===== config.mk =====
export PLATFORM = sky130hd
export DESIGN_NAME = capp_word_array
export DESIGN_NICKNAME = d
export VERILOG_FILES = /design/src/rtl/capp_pkg.sv /design/src/rtl/capp_first_responder.sv /design/src/rtl/capp_word_array.sv
export SDC_FILE = /design/constraint.sdc
export NUM_CORES = 2
export LEC_CHECK = 0
export BUFFER_PORTS_ARGS = -buffer_cell sky130_fd_sc_hd__buf_2
export CORE_MARGIN = 2
export CORE_UTILIZATION = 40
export DETAILED_ROUTE_END_ITERATION = 16
export PLACE_DENSITY = 0.58
export SLEW_MARGIN = 20
export SYNTH_ARGS = -nofsm -noshare
export SYNTH_HDL_FRONTEND = slang
export SYNTH_SLANG_ARGS = --single-unit

===== constraint.sdc =====
create_clock -name clk -period 12.1 [get_ports clk]
set_input_delay 1.21 -clock clk [delete_from_list [all_inputs] [get_ports clk]]
set_output_delay 1.21 -clock clk [all_outputs]
set_load 0.005 [all_outputs]

===== src/rtl/capp_pkg.sv =====
// Shared definitions for the content-addressable parallel processor datapath.
// Holds the tag-update operation encoding and the default word width.
package capp_pkg;

    localparam int CAPP_WIDTH = 32;

    typedef enum logic [1:0] {
        TAG_SET   = 2'd0,
        TAG_AND   = 2'd1,
        TAG_OR    = 2'd2,
        TAG_CLEAR = 2'd3
    } tag_op_e;

endpackage


===== src/rtl/capp_first_responder.sv =====
// Combinational first-responder over a tag vector: lowest set bit as one-hot,
// its index, an any flag and the population count.
module capp_first_responder #(
    parameter int WORDS = 16,
    parameter int IDX_W = $clog2(WORDS),
    parameter int CNT_W = $clog2(WORDS + 1)
) (
    input  logic [WORDS-1:0] vec,
    output logic [WORDS-1:0] onehot,
    output logic [IDX_W-1:0] idx,
    output logic             any,
    output logic [CNT_W-1:0] count
);

    always_comb begin
        onehot = '0;
        idx    = '0;
        any    = 1'b0;
        count  = '0;
        for (int i = 0; i < WORDS; i++) begin
            if (vec[i]) begin
                // The first set bit seen in ascending order is the responder.
                if (!any) begin
                    onehot[i] = 1'b1;
                    idx       = IDX_W'(i);
                end
                any   = 1'b1;
                count = count + CNT_W'(1);
            end
        end
    end

endmodule


===== src/rtl/capp_word_array.sv =====
// Word storage and tag stage: parallel match of every stored word against the
// broadcast match lines, tag register update, addressed and masked multi-write.
module capp_word_array
    import capp_pkg::*;
#(
    parameter int WORDS = 16,
    parameter int WIDTH = CAPP_WIDTH
) (
    input  logic                       clk,
    input  logic                       rst_n,
    input  logic [2*WIDTH-1:0]         match_lines,
    input  logic                       search_valid,
    input  logic [1:0]                 tag_op,
    input  logic                       select_first,
    input  logic                       wr_en,
    input  logic [$clog2(WORDS)-1:0]   wr_addr,
    input  logic [WIDTH-1:0]           wr_data,
    input  logic                       mwr_en,
    input  logic [WIDTH-1:0]           mwr_data,
    input  logic [WIDTH-1:0]           mwr_mask,
    input  logic [$clog2(WORDS)-1:0]   rd_addr,
    output logic [WIDTH-1:0]           rd_data,
    output logic [WORDS-1:0]           tags,
    output logic                       any_tag,
    output logic [$clog2(WORDS)-1:0]   first_idx,
    output logic [$clog2(WORDS+1)-1:0] tag_count
);

    localparam int IDX_W = $clog2(WORDS);
    localparam int CNT_W = $clog2(WORDS + 1);

    logic [WIDTH-1:0] mem [WORDS];
    logic [WIDTH-1:0] must_one;
    logic [WIDTH-1:0] must_zero;
    logic [WORDS-1:0] hit;
    logic [WORDS-1:0] tags_next;
    logic [WORDS-1:0] first_onehot;

    capp_first_responder #(
        .WORDS (WORDS),
        .IDX_W (IDX_W),
        .CNT_W (CNT_W)
    ) u_first (
        .vec    (tags),
        .onehot (first_onehot),
        .idx    (first_idx),
        .any    (any_tag),
        .count  (tag_count)
    );

    always_comb begin
        must_one  = '0;
        must_zero = '0;
        for (int i = 0; i < WIDTH; i++) begin
            must_one[i]  = match_lines[2*i];
            must_zero[i] = match_lines[2*i+1];
        end
    end

    // Hit evaluation uses the registered (pre-write) word contents.
    always_comb begin
        hit = '0;
        for (int w = 0; w < WORDS; w++) begin
            hit[w] = ~|((must_one & ~mem[w]) | (must_zero & mem[w]));
        end
    end

    always_comb begin
        tags_next = tags;
        if (search_valid) begin
            case (tag_op_e'(tag_op))
                TAG_SET:   tags_next = hit;
                TAG_AND:   tags_next = tags & hit;
                TAG_OR:    tags_next = tags | hit;
                TAG_CLEAR: tags_next = '0;
                default:   tags_next = tags;
            endcase
        end else if (select_first && any_tag) begin
            tags_next = first_onehot;
        end
    end

    always_ff @(posedge clk or negedge rst_n) begin
        if (!rst_n) begin
            tags    <= '0;
            rd_data <= '0;
        end else begin
            tags    <= tags_next;
            rd_data <= mem[rd_addr];
        end
    end

    // Addressed write overrides the masked multi-write on its own word.
    always_ff @(posedge clk or negedge rst_n) begin
        if (!rst_n) begin
            for (int w = 0; w < WORDS; w++) begin
                mem[w] <= '0;
            end
        end else begin
            for (int w = 0; w < WORDS; w++) begin
                if (wr_en && (wr_addr == IDX_W'(w))) begin
                    mem[w] <= wr_data;
                end else if (mwr_en && tags[w]) begin
                    mem[w] <= (mem[w] & ~mwr_mask) | (mwr_data & mwr_mask);
                end
            end
        end
    end

endmodule


Yosys cells after proc, flatten, opt, wreduce, memory -nomap -nowiden. Index checks and enable logic that the tools add are counted.

Register bits: 560. Output and inout port bits: 58. Word-level logic and storage cells: 367.

$add $sub $neg: 15. Magnitude comparators: 1. Equal/unequal tests: 18. Muxes and demuxes: 130. Bitwise logic cells: 101. Reductions and logical operators: 84.

Operators with widths (number): AND 32 bit (49); 2-to-1 mux 32 bit (34); OR 32 bit (32); inverter 32 bit (17); OR reduction 32 bit (16); binary-select mux 32 bit (select 4 bit) (1); 2-to-1 mux 4 bit (29); 2-to-1 mux 5 bit (15); adder 5 x 1 -> 5 bit (second input constant) (14); one-hot mux 16 bit (4 select lines) (1); 2-to-1 mux 1 bit (48); nonzero test 2 bit (17); logical AND 1 bit (33); == test 4 bit (second input constant) (8); 2-to-1 mux 16 bit (2); AND 16 bit (1); == test 4 x 3 -> 1 bit (second input constant) (4); zero test 1 bit (16); OR 16 bit (1); == test 4 x 2 -> 1 bit (second input constant) (2); greater-or-equal comparator 5 bit (second input constant) (1); inverter 4 -> 5 bit (1); == test 2 bit (second input constant) (2); == test 4 x 1 -> 1 bit (second input constant) (1); other kinds (4) (4).

Depth between registers and ports, before layout.
Depth after elaboration: 31. Depth in mapped cells: 41. Mapped depth without buffers: 41.

Hierarchy. From an unflattened synthesis, not the netlist that was laid out.

Cells, all modules: 4387. Area total of the unflattened synthesis: 40855.4 sq um.

By module, submodules not included: capp_word_array (times used 1, cells an instance 4020, area each 38353.0 sq um); capp_first_responder (times used 1, cells an instance 367, area each 2502.4 sq um).

Least setup slack after synthesis. OpenSTA, ideal clock, no wires.

Kind: reg2out. From: register tags[0]. To: output tag_count[4]. Arrival time: 7.687 ns. Required time: 10.890 ns. Slack: 3.203 ns. Cell stages (with the launch flop): 41. Buffers on the path: 0. Path through: dfrtp_1 > inv_1 > ha_1 > xnor2_4 > inv_1 > ha_1 > nand3b_1 > mux2_4 > o221a_4 > inv_1 > ha_1 > a32oi_1 > mux2i_4 > nor2_4 > inv_1 > ha_1 > mux2i_1 > a21oi_1 > [5 not listed] > nand2_1 > xnor2_1 > o21ai_0 > ha_1 > nor2_1 > nor2_1 > o21ai_1 > nand2_1 > o221a_2 > ha_1 > nand2_1 > nand2_1 > ha_1 > nand2_1 > or3_1 > or4_1 > and3_1 > xnor2_1.

Cells in the longest elaborated chain, start to end: 31.

RTL lines: from (decl) (RTL line capp_word_array.sv:23) `output logic [WORDS-1:0] tags,`; from (signal assigned) (RTL line capp_word_array.sv:88) `tags <= tags_next;`; 2-to-1 mux 1 bit (*) (RTL line capp_first_responder.sv:21) `if (vec[i]) begin`; adder 1 x 1 -> 2 bit (RTL line capp_first_responder.sv:28) `count = count + CNT_W'(1);`; 2-to-1 mux 5 bit (*) (RTL line capp_first_responder.sv:21); adder 5 x 1 -> 5 bit (RTL line capp_first_responder.sv:28); 2-to-1 mux 5 bit (*) (RTL line capp_first_responder.sv:21); adder 5 x 1 -> 5 bit (RTL line capp_first_responder.sv:28); 2-to-1 mux 5 bit (*) (RTL line capp_first_responder.sv:21); adder 5 x 1 -> 5 bit (RTL line capp_first_responder.sv:28); [15 not listed]; adder 5 x 1 -> 5 bit (RTL line capp_first_responder.sv:28); 2-to-1 mux 5 bit (*) (RTL line capp_first_responder.sv:21); adder 5 x 1 -> 5 bit (RTL line capp_first_responder.sv:28); 2-to-1 mux 5 bit (*) (RTL line capp_first_responder.sv:21); adder 5 x 1 -> 5 bit (RTL line capp_first_responder.sv:28); 2-to-1 mux 5 bit (*) (RTL line capp_first_responder.sv:21); adder 5 x 1 -> 5 bit (RTL line capp_first_responder.sv:28); 2-to-1 mux 5 bit (*) (RTL line capp_first_responder.sv:21); to (decl) (RTL line capp_word_array.sv:26) `output logic [$clog2(WORDS+1)-1:0] tag_count`.

Mark *: on every way between the ends. The rest lies on a longest branch, timed or not.

Final worst setup path. Same ends and word-level chain as after synthesis.

==> results.txt <==
----------------------------------------------------
[Placement]
  Placed cell count ... 5492
  Buffers on Ports ... 233
  Final Wtd Congestion ... roughly 1.1
  Half-perimeter wire length after detailed placement ... about 120 mm
  Worst-case setup slack after placement ... slightly above 2 ns
  Placed instance area ... about 42000 um2

[Logic synthesis]
  Synthesized flop and latch total ... 560
  Number of synthesized flops with an enable pin ... 0
  Post-synthesis cell count ... approximately 4400
  Library cells used by synthesis ... 76
  Post-synthesis cell area ... 40200 um2
  Post-synthesis sequential area ratio ... 0.348
  Post-Synthesis Net Count ... about 4600
  Synth Warn # ... 0
  Average cell area after synthesis ... slightly above 9 um2
  FFs w/ async S/R, synth ... 1.00
  Top flip-flop cell by instance count after synthesis ... dfrtp_1

[Worst setup path]
  Critical path start-end classification ... flop to output port
  Worst endpoint data arrival time ... around 9.5 ns
  CP max FO ... 8
  Slack of the worst reg-to-reg path ... 8.42 ns
  Worst Path Required ... 10.89 ns
  CP max stage delay ... about 0.46 ns
  Critical Path Sink Type ... output port
  Critical Path Source Type ... flop
  Cell with the largest stage delay on the worst path ... dfrtp_1
  Cell depth of the worst flop-to-flop path ... 9
  Capture point of the worst reg-to-reg path ... tags[8]
  Cell with the most instances on the worst path ... ha_1

[Layout]
  # nets final ... approximately 4500
  Sequential standard cell area ... roughly 14000 um2
  Finished Cell Area ... roughly 44000 um2
  FILL cells ... around 9600
  Multi-input logic area ... 24600 um2
  Area Growth Syn to Fin ... 9.60%
  Share of post-route cells with drive strength above 1 ... 0.138
  Final standard cell count with taps included and fillers excluded ... around 5600

[CTS]
  Setup repair bufs after CTS ... 0
  Root cell of the clock tree ... clkbuf_16
  Maximum number of buffers from clock root to sink ... 3
  CTS sink cnt ... 560
  Worst-path clk slew ... approximately 0.060 ns
  Clock tree from TritonCTS ... yes
  Total of cells resized after clock tree synthesis ... 0
  Deepest level of the CTS H-tree ... 3
  Worst-skew pair later-pin latency ... 0.65 ns
  Number of hold-repair buffers added at the cts stage ... 0
  Number of buffers created by CTS ... slightly below 70

[Drt]
  Via-per-instance ratio ... roughly 6.3
  DRT Wirelength ... between 150 and 200 mm
  Detailed-route DRC error count ... 0
  WL per Instance ... 33.7 um
  ANT nets after route ... 0
  Drt initial violations ... 5268
  Length of the first detailed-routing pass in iterations ... 8
  Via total after detailed routing ... approximately 36000

[STA]
  Fin Setup TNS ... 0 ns
  Final slew viol count ... 0
  Maximum clock frequency ... around 93 MHz
  Final period util ... 0.886
  Number of hold violations in the final report ... 0
  Worst path setup slack after routing ... ~1.4 ns
  Worst relative slew slack ... 0.138
  Clock period minus worst slack ... 10.72 ns
  Setup-failing EPs final ... 0
  Pin slew with the least headroom to its limit ... around 1.3 ns
  Final setup skew ... ~0.037 ns
  Setup repair after global routing missed its margin ... false
  Hold Slack ... 0.561 ns

[Status]
  Outcome ... finished clean

[Floorplanning]
  IO Count ... 234
  Overall die height ... 321 um
  Core outline area ... around 100000 um2
  Floorplan row count ... approximately 120
  Die area ... between 100000 and 150000 um2
  Die width ... 321 um
  Initial Utilization ... 0.403

[Global route]
  Global-route layer with the greatest usage ... met2
  Total gr overflow ... 0
  Maximum number of pins on one net before global-route repair ... about 160
  GRT Resource Usage Total ... 0.362
  Grt met3 use ... 0.116
  Met2 track demand over resource in global routing ... 0.513
  Via count of the first global-routing pass ... 33100
  First-pass GRT wire length ... about 270 mm
  Number of antenna violations at the first check in global routing ... 50
  Fraction of met1 tracks used by global routing ... 0.476

[Pwr]
  Power density cells ... roughly 150 nW/um2
  Max rail drop VDD ... approximately 100 uV
  Leakage ... between 0.02 and 0.025 uW

[Flow run]
  MaxCap Viol Count ... 0

[Worst hold path]
  Kind of path behind the tightest hold check ... input pin to async pin

----------------------------------------------------
[worst max-delay path: cells and delay by family (launching register included)]
kind | cells | cell delay (ns)
adder cells (fa/ha/maj) | 8 | 2.32
AO/OA/AOI/OAI | 9 | 1.78
XOR/XNOR | 3 | 0.85
buffers and inverters | 5 | 0.58
flip-flops | 1 | 0.46
multiplexers | 3 | 0.87
AND/OR/NAND/NOR | 13 | 2.02
[report_power, final]
part | leakage (uW) | internal (uW) | switching [uW]
clock network | 0.00114 | 1260 | 898
logic | 0.0119 | 689 | 928
registers | 0.00712 | 2260 | 422
total | 0.0201 | 4210 | 2250
[per-stage QoR]
stage          utilization  power (uW)
2_1_floorplan            -        3530
3_3_place_gp         0.418        4220
3_5_place_dp         0.418        4250
4_1_cts              0.441        6400
5_1_grt              0.441        6630
6_report             0.441        6460
[Yosys cell counts (all sizes together), types with 19 or more instances]
master,n,area share
mux4,160,0.090
a21oi,30,0.0037
nand2,1120,0.10
and2,19,0.0030
buf,40,0.0041
nor2,46,0.0045
mux2i,1032,0.26
nand4,130,0.020
xnor2,41,0.012
clkbuf,415,0.039
nor4,36,0.0058
o21ai,576,0.072
dfrtp,560,0.35
[cells by family after synthesis]
| logic type | count (synthesis) | share of synthesized area |
|---|---|---|
| AND/OR/NAND/NOR | 1425 | 0.150 |
| multiplexers | 1194 | 0.347 |
| AO/OA/AOI/OAI | 663 | 0.0882 |
| flip-flops | 560 | 0.348 |
| buffers and inverters | 473 | 0.0445 |
| XOR/XNOR | 55 | 0.0167 |
| adder cells (fa/ha/maj) | 17 | 0.00529 |
[cell usage in the layout, fill, tap and decap left out, types with 5 or more instances in the layout]
master     instances
and2_4            11
nand3b_1           5
mux4_2           160
and2_2             5
clkbuf_8          19
nor2_4            13
buf_2            228
buf_4             28
nand4_1          130
xor2_1             9
nor2b_1            6
nand2_1         1120
nor3_1             7
a31oi_1            7
nor2_1            33
clkinv_2           9
dfrtp_1          560
a21oi_1           30
xnor2_2            5
diode_2           30
nor3_2             5
nand3_1           16
nor4_1            34
ha_1              17
mux2i_1         1031
clkbuf_16         72
clkbuf_1          11
nand2b_1           8
inv_1             15
o21ai_0          574
xnor2_1           32
[per-layer routing]
metal	vias up	wire (um)
li1	15300	-
met1	17500	74000
met2	2205	79800
met3	525	22800
met4	34	13500
met5	-	221
[worst max-delay path by stage]
| stage | endpoint | cells after the start | from | slack, ns |
|---|---|---|---|---|
| 3_3_place_gp | tag_count[4] | 41 | tags[0] | 2.15 |
| 4_1_cts | tag_count[4] | 41 | tags[0] | 1.35 |
| 5_1_grt | tag_count[4] | 41 | tags[0] | 0.59 |
| 2_1_floorplan | tag_count[4] | 40 | tags[0] | 3.20 |
| 6_report | tag_count[4] | 41 | tags[0] | 1.38 |
| 3_5_place_dp | tag_count[4] | 41 | tags[0] | 2.04 |
[area by class of cell]
class,instances,area share
multi-input cells,3354,0.557
clock buffers,102,0.0477
flip-flops and latches,560,0.318
diodes,30,0.00170
repair buffers,262,0.0330
well taps,1298,0.0368
inverters,18,0.00153
clock inverters,16,0.00403
No activity file was read; power rests on OpenSTA's default activity.
